$ cat src/rtl/decodifica_hamming_pkg.sv
// Hamming(15,11) code layout shared by encoder, syndrome logic and decoder.
// Bit i of a codeword is code position i+1.
package decodifica_hamming_pkg;

   localparam int unsigned N = 15;
   localparam int unsigned K = 11;

   localparam logic [3:0] POS_PARIDADE [4] = '{4'd0, 4'd1, 4'd3, 4'd7};
   localparam logic [3:0] POS_DADOS [K] =
      '{4'd2, 4'd4, 4'd5, 4'd6, 4'd8, 4'd9, 4'd10, 4'd11, 4'd12, 4'd13, 4'd14};

   typedef struct packed {
      logic [N-1:0] palavra;
      logic [3:0]   sindrome;
   } estagio1_t;

   function automatic logic [K-1:0] extrai_dados(input logic [N-1:0] c);
      logic [K-1:0] d;
      d = '0;
      for (int unsigned j = 0; j < K; j++)
         d[j] = c[POS_DADOS[j]];
      return d;
   endfunction

   // Parity bit k covers every position whose index+1 has bit k set.
   function automatic logic [N-1:0] codifica(input logic [K-1:0] d);
      logic [N-1:0] c;
      logic         p;
      c = '0;
      for (int unsigned j = 0; j < K; j++)
         c[POS_DADOS[j]] = d[j];
      for (int unsigned k = 0; k < 4; k++) begin
         p = 1'b0;
         for (int unsigned i = 0; i < N; i++)
            if ((((i + 1) >> k) & 1) != 0)
               p = p ^ c[i];
         c[POS_PARIDADE[k]] = p;
      end
      return c;
   endfunction

endpackage

$ cat src/rtl/decodifica_hamming_sindrome.sv
// Combinational Hamming(15,11) syndrome: XOR of the positions of all set bits,
// which equals {s8,s4,s2,s1}.
module sindrome_hamming
   import decodifica_hamming_pkg::*;
(
   input  logic [N-1:0] palavra,
   output logic [3:0]   sindrome
);

   always_comb begin
      sindrome = '0;
      for (int unsigned i = 0; i < N; i++)
         if (palavra[i])
            sindrome = sindrome ^ 4'(i + 1);
   end

endmodule

$ cat src/rtl/decodifica_hamming.sv
// Two-stage Hamming(15,11) single-error-correcting decoder with valid/ready
// handshakes and a saturating count of corrected words delivered.
module decodifica_hamming
   import decodifica_hamming_pkg::*;
#(
   parameter int unsigned CONT_W = 16
)
(
   input  logic              clk,
   input  logic              rst,
   input  logic              entrada_valid,
   output logic              entrada_pronto,
   input  logic [N-1:0]      entrada,
   output logic              saida_valid,
   input  logic              saida_pronto,
   output logic [K-1:0]      saida,
   output logic [3:0]        sindrome,
   output logic              corrigido,
   input  logic              limpa_cont,
   output logic [CONT_W-1:0] cont_corrigidos
);

   logic [3:0]   sindrome_entrada;
   estagio1_t    est1;
   logic         est1_valid;
   logic [N-1:0] palavra_corrigida;
   logic         avanca1;
   logic         avanca2;

   sindrome_hamming u_sindrome (
      .palavra  (entrada),
      .sindrome (sindrome_entrada)
   );

   assign avanca2        = !saida_valid || saida_pronto;
   assign avanca1        = !est1_valid || avanca2;
   assign entrada_pronto = avanca1;

   // Flip the bit addressed by the syndrome; a zero syndrome matches no bit.
   always_comb begin
      palavra_corrigida = '0;
      for (int unsigned i = 0; i < N; i++)
         palavra_corrigida[i] = est1.palavra[i] ^ (est1.sindrome == 4'(i + 1));
   end

   always_ff @(posedge clk) begin
      if (rst) begin
         est1_valid      <= 1'b0;
         est1            <= '0;
         saida_valid     <= 1'b0;
         saida           <= '0;
         sindrome        <= '0;
         corrigido       <= 1'b0;
         cont_corrigidos <= '0;
      end else begin
         if (avanca1) begin
            est1_valid <= entrada_valid;
            if (entrada_valid)
               est1 <= '{palavra: entrada, sindrome: sindrome_entrada};
         end

         if (avanca2) begin
            saida_valid <= est1_valid;
            if (est1_valid) begin
               saida     <= extrai_dados(palavra_corrigida);
               sindrome  <= est1.sindrome;
               corrigido <= (est1.sindrome != '0);
            end
         end

         if (limpa_cont)
            cont_corrigidos <= '0;
         else if (saida_valid && saida_pronto && corrigido && (cont_corrigidos != '1))
            cont_corrigidos <= cont_corrigidos + CONT_W'(1);
      end
   end

endmodule

$ cat config.mk
export PLATFORM = sky130hd
export DESIGN_NAME = decodifica_hamming
export DESIGN_NICKNAME = d
export VERILOG_FILES = /design/src/rtl/decodifica_hamming_pkg.sv /design/src/rtl/decodifica_hamming_sindrome.sv /design/src/rtl/decodifica_hamming.sv
export SDC_FILE = /design/constraint.sdc
export NUM_CORES = 1
export LEC_CHECK = 0
export BUFFER_PORTS_ARGS = -buffer_cell sky130_fd_sc_hd__buf_2
export CAP_MARGIN = 0
export CORE_MARGIN = 2
export CORE_UTILIZATION = 53
export DETAILED_ROUTE_END_ITERATION = 16
export PLACE_DENSITY = 0.79
export SYNTH_ARGS = -nofsm -noshare
export SYNTH_HDL_FRONTEND = slang
export SYNTH_SLANG_ARGS = --single-unit
$ cat constraint.sdc
create_clock -name clk -period 2.1 [get_ports clk]
set_input_delay 0.21 -clock clk [delete_from_list [all_inputs] [get_ports clk]]
set_output_delay 0.21 -clock clk [all_outputs]
set_load 0.03 [all_outputs]
==> results of run 1 <==
[cell families (layout without fill, tap and decap cells)]
group | Yosys count | after routing | synth area share, %
fa+ha+maj | 1 | 1 | 0.538
xor+xnor | 30 | 30 | 13.1
compound gates | 59 | 59 | 16.7
mux | 4 | 4 | 1.72
buf+inv | 18 | 70 | 2.90
simple gates | 108 | 108 | 23.0
flops | 49 | 49 | 42.2
[layout make-up]
type | instances | area [µm²] | share of cell area, %
Multi-Input combinational cell | 202 | 1280 | 46.1
Sequential cell | 49 | 981 | 35.4
Timing Repair Buffer | 57 | 295 | 10.6
Clock buffer | 5 | 68.8 | 2.48
Clock inverter | 3 | 65.1 | 2.35
Tap cell | 52 | 65.1 | 2.35
Inverter | 5 | 18.8 | 0.677
[cells in the mapped netlist, types with 5 or more instances]
master    count  area, µm²
a211oi_1     16        120
dfxtp_1      49        981
nor2_1       32        120
nand2b_1      5       31.3
nor3_1        6       30.0
or4_1         5       37.5
clkbuf_1     13       48.8
o41ai_1       5       43.8
or3_1         8       50.1
nand3_1       6       30.0
nand2_1      31        116
o31ai_1       5       37.5
inv_1         5       18.8
xnor2_1      22        193
a21oi_1      23        115
xor2_1        5       43.8
o311ai_0      5       43.8
[layer usage]
| layer | up-vias | GRT usage [%] | routed length (µm) |
|---|---|---|---|
| met1 | 948 | 30.6 | 2480 |
| met3 | 10 | 4.76 | 292 |
| met5 | - | 0 | 0 |
| met2 | 82 | 34.1 | 2260 |
| li1 | 1063 | - | - |
| met4 | 0 | 7.91 | 103 |
[worst max-delay path, delay by kind of cell, from the launching register on]
kind | cells | cell delay [ps]
AND/OR/NAND/NOR | 3 | 1270
flip-flops | 1 | 420
AO/OA/AOI/OAI | 1 | 150
[power breakdown]
group / switching, mW / internal (mW)
clock network: 0.314 / 0.473
registers: 0.0416 / 0.974
logic: 0.180 / 0.137
total: 0.536 / 1.58
[through the flow]
step	hold slack (ps)	worst slack (ps)
finish	157	196
global route	172	54.9
CTS	153	235
detailed placement	463	281
global placement	445	353
floorplan	339	168
[worst paths after layout]
check                        endpoint  slack, ps
hold reg to reg              est1[14]        470
setup / recovery  cont_corrigidos[11]        200
hold / removal                est1[6]        160
setup reg to reg  cont_corrigidos[11]        200
[sequential cells by signal (all words and copies together), names as in the netlist]
register         cells
saida               11
saida_valid          1
est1                15
sindrome             4
est1_valid           1
cont_corrigidos     16
corrigido            1
==> metrics.md, run 1 <==
| Metric | Value |
|---|---|
| Run status | finished, final reports clean |
| DIE WIDTH | between 70 and 80 µm |
| Setup crit start kind | flip-flop |
| Post-synthesis cell type count | 31 |
| Fin util | ~65% |
| Die area | ~4900 µm² |
| H-tree levels | 2 |
| CTS Hold Bufs | 0 |
| Max Cap Viol | 0 |
| Root buffer cell | clkbuf_8 |
| Most frequent cells in the layout | buf_2, dfxtp_1, nor2_1 |
| Sink Count | 49 |
| Initial Utilization | 54.2% |
| Non-Filler Instances | between 300 and 400 |
| Ant. Diodes | 0 |
| #FFs+latches synth | just under 50 |
| First-pass GRT wire length | 8810 µm |
| Tot Pwr | 2.12 mW |
| Final WL | between 5000 and 6000 µm |
| Final Wtd Congestion | 0.889 |
| Slew @ Worst Pin | about 570 ps |
| Worst-path maximum fanout | 6 |
| Total negative setup slack | 0 ps |
| Setup bufs post-CTS | 0 |
| CTS buffer count | 5 |
| Post-DR vias/cell | 5.64 |
| Post-route cell area | 2770 µm² |
| Clk_lat worst skew | about 300 ps |
| DR WL/cell | ~14 µm |
| Worst Hold Class | primary input to flip-flop |
| Nets | 341 |
| Largest net degree at the start of global routing | 37 |
| Time the worst path needs with I/O delays and setup | between 1500 and 2000 ps |
| Drt drc | 0 |
| I/O pin cnt | 54 |
| Leakage | 1.08 nW |
| Resized cells post-CTS | 0 |
| Initial antenna violation count | 0 |
| Syn_nets | 290 |
| Hold_sp | entrada[2] |
| Required time worst endpoint | 2340 ps |
| FMAX | between 500 and 600 MHz |
| Synth-to-Final Area Change | 19.1% |
| PD cells | 765 nW/µm² |
| CP max-delay cell | or4_4 |
| Crit end category | flip-flop |
| Final hold vios | 0 |
| Syn Inst Count | 269 |
| TritonCTS clock tree | built |
| I/O Buffers | 53 |
| EDFF count, synth | 0 |
| Critical path, cell by cell | nand3_1 > or4_4 > or4_1 > a21oi_1 |
| Yosys warnings | 0 |
| Total gr overflow | 0 |
| Share of flip-flops with an asynchronous set or reset | 0% |
| Hold Crit Depth | 3 |
| Setup Viol. Count Final | 0 |
| Max_slew headroom | 62.3% |
| RSZ-0062 raised after global routing | no |
| Layout cell share with drive strength beyond 1 | 22.4% |
| Global Route Usage Sum | 22.1% |
| Vias in the first global route | 1907 |
| Sequential area share after synthesis | 42.2% |
| Drt pass-1 iters | 4 |
| Clk buf depth | 2 |
| Routed Antenna Nets | 0 |
| Mapped cell area | 2330 µm² |
| Max Transition Viols Final | 0 |
| DP Area | around 2600 µm² |
| Number of fill cells | between 300 and 400 |
| DR vias | 2103 |
| Die Y | 70.3 µm |
| Period utilization | around nine tenths |
| Synthesized area per cell | 8.65 µm² |
| Setup Skew | between 6 and 7 ps |
| Predominant post-synthesis flop cell | dfxtp_1 |
| Detailed placement HPWL | 3750 µm |
| Crit path kind | flip-flop to flip-flop |
| Placed insts | 365 |
| Peak supply drop | between 0.4 and 0.5 mV |
| Core ar. | 4290 µm² |
| R2r worst-path depth | 4 |
| Worst setup path start | saida_valid |
| Max incr delay on CP | ~630 ps |
| Reg clk slew, reported paths | 90 ps |
| Starting DRC count in detailed routing | 142 |
| Most common cell after layout, fill and taps aside | buf_2 |
| R2R Path Start | saida_valid |
| Row cnt | 24 |
| Arrival @ worst endpoint | 2140 ps |
No activity file was read; power rests on OpenSTA's default activity.
==> inputs of run 2 (changes only) <==
--- a/config.mk
+++ b/config.mk
@@ -5,10 +5,11 @@
 export SDC_FILE = /design/constraint.sdc
 export NUM_CORES = 1
 export LEC_CHECK = 0
+export ABC_AREA = 1
 export BUFFER_PORTS_ARGS = -buffer_cell sky130_fd_sc_hd__buf_2
 export CAP_MARGIN = 0
 export CORE_MARGIN = 2
-export CORE_UTILIZATION = 53
+export CORE_UTILIZATION = 55
 export DETAILED_ROUTE_END_ITERATION = 16
 export PLACE_DENSITY = 0.79
 export SYNTH_ARGS = -nofsm -noshare
==> metrics.md, run 2 <==
| Metric | Value |
|---|---|
| First-pass GRT wire length | 10400 µm (+18%) |
| Reg clk slew, reported paths | 100 ps (about the same) |
| Peak supply drop | 0.457 mV (-5.0%) |
| Commonest cells post-synth | nand2_1, inv_1, dfxtp_1 |
| Time the worst path needs with I/O delays and setup | 1770 ps (-130 ps) |
| Setup crit start kind | flip-flop |
| Total negative setup slack | 0 ps (unchanged) |
| EDFF count, synth | 0 (unchanged) |
| Resized cells post-CTS | 0 (unchanged) |
| Final WL | 6360 µm (+24%) |
| PD cells | 598 nW/µm² (-22%) |
| Sequential area share after synthesis | 34.6% (-7.5 points) |
| Final hold vios | 0 (unchanged) |
| Max Transition Viols Final | 0 (unchanged) |
| Worst Hold Class | primary input to flip-flop |
| Post-route cell area | 3210 µm² (+16%) |
| Total gr overflow | 0 (unchanged) |
| Syn Inst Count | 444 (+65%) |
| Final Wtd Congestion | 0.928 (+4.4%) |
| Crit path kind | flip-flop to flip-flop |
| Period utilization | 84.5% (-6.2 points) |
| Largest net degree at the start of global routing | 30 (-19%) |
| Setup Viol. Count Final | 0 (unchanged) |
| CTS buffer count | 5 (unchanged) |
| Share of the synthesized area in the top cell type | 34.6% (-7.5 points) |
| DP Area | 3110 µm² (+18%) |
| Ant. Diodes | 0 (unchanged) |
| Drt drc | 0 (unchanged) |
| Most frequent cells in the layout | nand2_1, inv_1, buf_2 |
| Predominant post-synthesis flop cell | dfxtp_1 |
| Post-synthesis cell type count | 27 (-13%) |
| Run status | finished, final reports clean |
| Detailed placement HPWL | 4860 µm (+30%) |
| Non-Filler Instances | 565 (+51%) |
| #FFs+latches synth | 49 (unchanged) |
| Setup Skew | 12.6 ps (+5.93 ps) |
| Starting DRC count in detailed routing | 163 (+15%) |
| I/O pin cnt | 54 (unchanged) |
| Count leader, synth | nand2_1 |
| Worst hold slack | 211 ps (+54.7 ps) |
| Most common cell after layout, fill and taps aside | nand2_1 |
| Top cells by area, synth | dfxtp_1, nand2_1, inv_1 |
| Clk buf depth | 2 (unchanged) |
| Max_slew headroom | 50.9% (-11 points) |
| DR vias | 2860 (+36%) |
| Number of fill cells | 470 (+20%) |
| Layout cell share with drive strength beyond 1 | 16.6% (-5.9 points) |
| Initial Utilization | 56.2% (+2.0 points) |
| Drt pass-1 iters | 4 (unchanged) |
| Vias in the first global route | 2434 (+28%) |
| Post-DR vias/cell | 5.06 (-10%) |
| DIE WIDTH | 75.8 µm (+7.8%) |
| CTS Hold Bufs | 0 (unchanged) |
| Global Route Usage Sum | 23.4% (+1.3 points) |
| Core ar. | 5040 µm² (+17%) |
| Clk_lat worst skew | 300 ps (about the same) |
| R2r worst-path depth | 8 (+4) |
| Max Cap Viol | 0 (unchanged) |
| Initial antenna violation count | 0 (unchanged) |
| FMAX | 564 MHz (+7.3%) |
| Top Registers | cont_corrigidos (16), est1 (15), saida (11) |
| Worst-path maximum fanout | 18 (+12) |
| Routed Antenna Nets | 0 (unchanged) |
| Yosys warnings | 0 (unchanged) |
| Die area | 5740 µm² (+16%) |
| Cell accounting for the most synthesized area | dfxtp_1 |
| Die Y | 75.8 µm (+7.8%) |
| Slew @ Worst Pin | 735 ps (+169 ps) |
| TritonCTS clock tree | built |
| Largest Register | cont_corrigidos |
| Mapped cell area | 2830 µm² (+22%) |
| Sink Count | 49 (unchanged) |
| RSZ-0062 raised after global routing | no |
| Root buffer cell | clkbuf_8 |
| Required time worst endpoint | 2260 ps (-80 ps) |
| Hold Crit Depth | 4 (+1) |
| Synth-to-Final Area Change | 13.3% |
| I/O Buffers | 53 (unchanged) |
| Synthesized area per cell | 6.38 µm² (-26%) |
| Share of flip-flops with an asynchronous set or reset | 0% (unchanged) |
| Setup bufs post-CTS | 0 (unchanged) |
| Placed insts | 557 (+53%) |
| Arrival @ worst endpoint | 1940 ps (-200 ps) |
| Row cnt | 26 (+8.3%) |
| H-tree levels | 2 (unchanged) |
| Leakage | 1.60 nW (+48%) |
| Crit end category | flip-flop |
| Nets | 515 (+51%) |
| Syn_nets | 465 (+60%) |
| Largest register FFs | 16 (unchanged) |
| DR WL/cell | 11.3 µm (-18%) |
[run 2: layout make-up]
| cell class | count | area (µm²) | share of cell area (%) |
|---|---|---|---|
| Multi-Input combinational cell | 314 | 1510 | 47.0 |
| Sequential cell | 49 | 981 | 30.6 |
| Timing Repair Buffer | 54 | 273 | 8.50 |
| Inverter | 70 | 265 | 8.27 |
| Tap cell | 70 | 87.6 | 2.73 |
| Clock buffer | 5 | 68.8 | 2.15 |
| Clock inverter | 3 | 26.3 | 0.819 |
[run 2: path summary, 6_finish.rpt]
| check | endpoint | startpoint | slack, ps |
|---|---|---|---|
| max | cont_corrigidos[12] | cont_corrigidos[0] | 330 |
| min reg2reg | est1[6] | est1[6] | 480 |
| min | cont_corrigidos[1] | limpa_cont | 210 |
| max reg2reg | cont_corrigidos[12] | cont_corrigidos[0] | 330 |
[run 2: routing by layer]
| layer | share of wire, % | vias to the layer above | wire length [µm] | track usage (%) |
|---|---|---|---|---|
| met4 | 1.4 | 0 | 88 | 6.43 |
| met5 | 0 | - | 0 | 0 |
| met3 | 4.4 | 10 | 280 | 4.76 |
| met1 | 45 | 1277 | 2860 | 28.8 |
| li1 | - | 1498 | - | - |
| met2 | 49 | 75 | 3130 | 41.2 |
[run 2: stage by stage]
stage          utilization, %  setup WS (ps)  power (mW)
4_1_cts                  63.6            324        1.93
2_1_floorplan               -            294        1.27
5_1_grt                  63.6            171        2.02
6_report                 63.6            326        1.92
3_5_place_dp             61.7            347        1.36
3_3_place_gp             61.7            442        1.36
[run 2: cells by family after synthesis]
| family | after synthesis | share of synthesized area [%] |
|---|---|---|
| AOI/OAI and AO/OA | 69 | 14.3 |
| xor gates and xnor gates | 13 | 4.02 |
| adders and majority gates | 1 | 0.442 |
| buffers and inverters | 81 | 12.2 |
| DFF | 49 | 34.6 |
| and+or+nand+nor | 231 | 34.4 |
[run 2: worst max-delay path, stage by stage, from the launching register on]
cell and delay [ps]:
dfxtp_1 440, ha_1 260, nand3_2 130, nor3_2 200, nand3_2 120, nand2_4 210, inv_4 130, nand2_1 100
a21oi_2 50
[run 2: power by group]
group | switching, mW | total (mW) | leakage, nW | internal, mW
Combinational | 0.228 | 0.335 | 1.16 | 0.107
Sequential | 0.0340 | 1.01 | 0.402 | 0.976
Clock | 0.332 | 0.575 | 0.0423 | 0.242
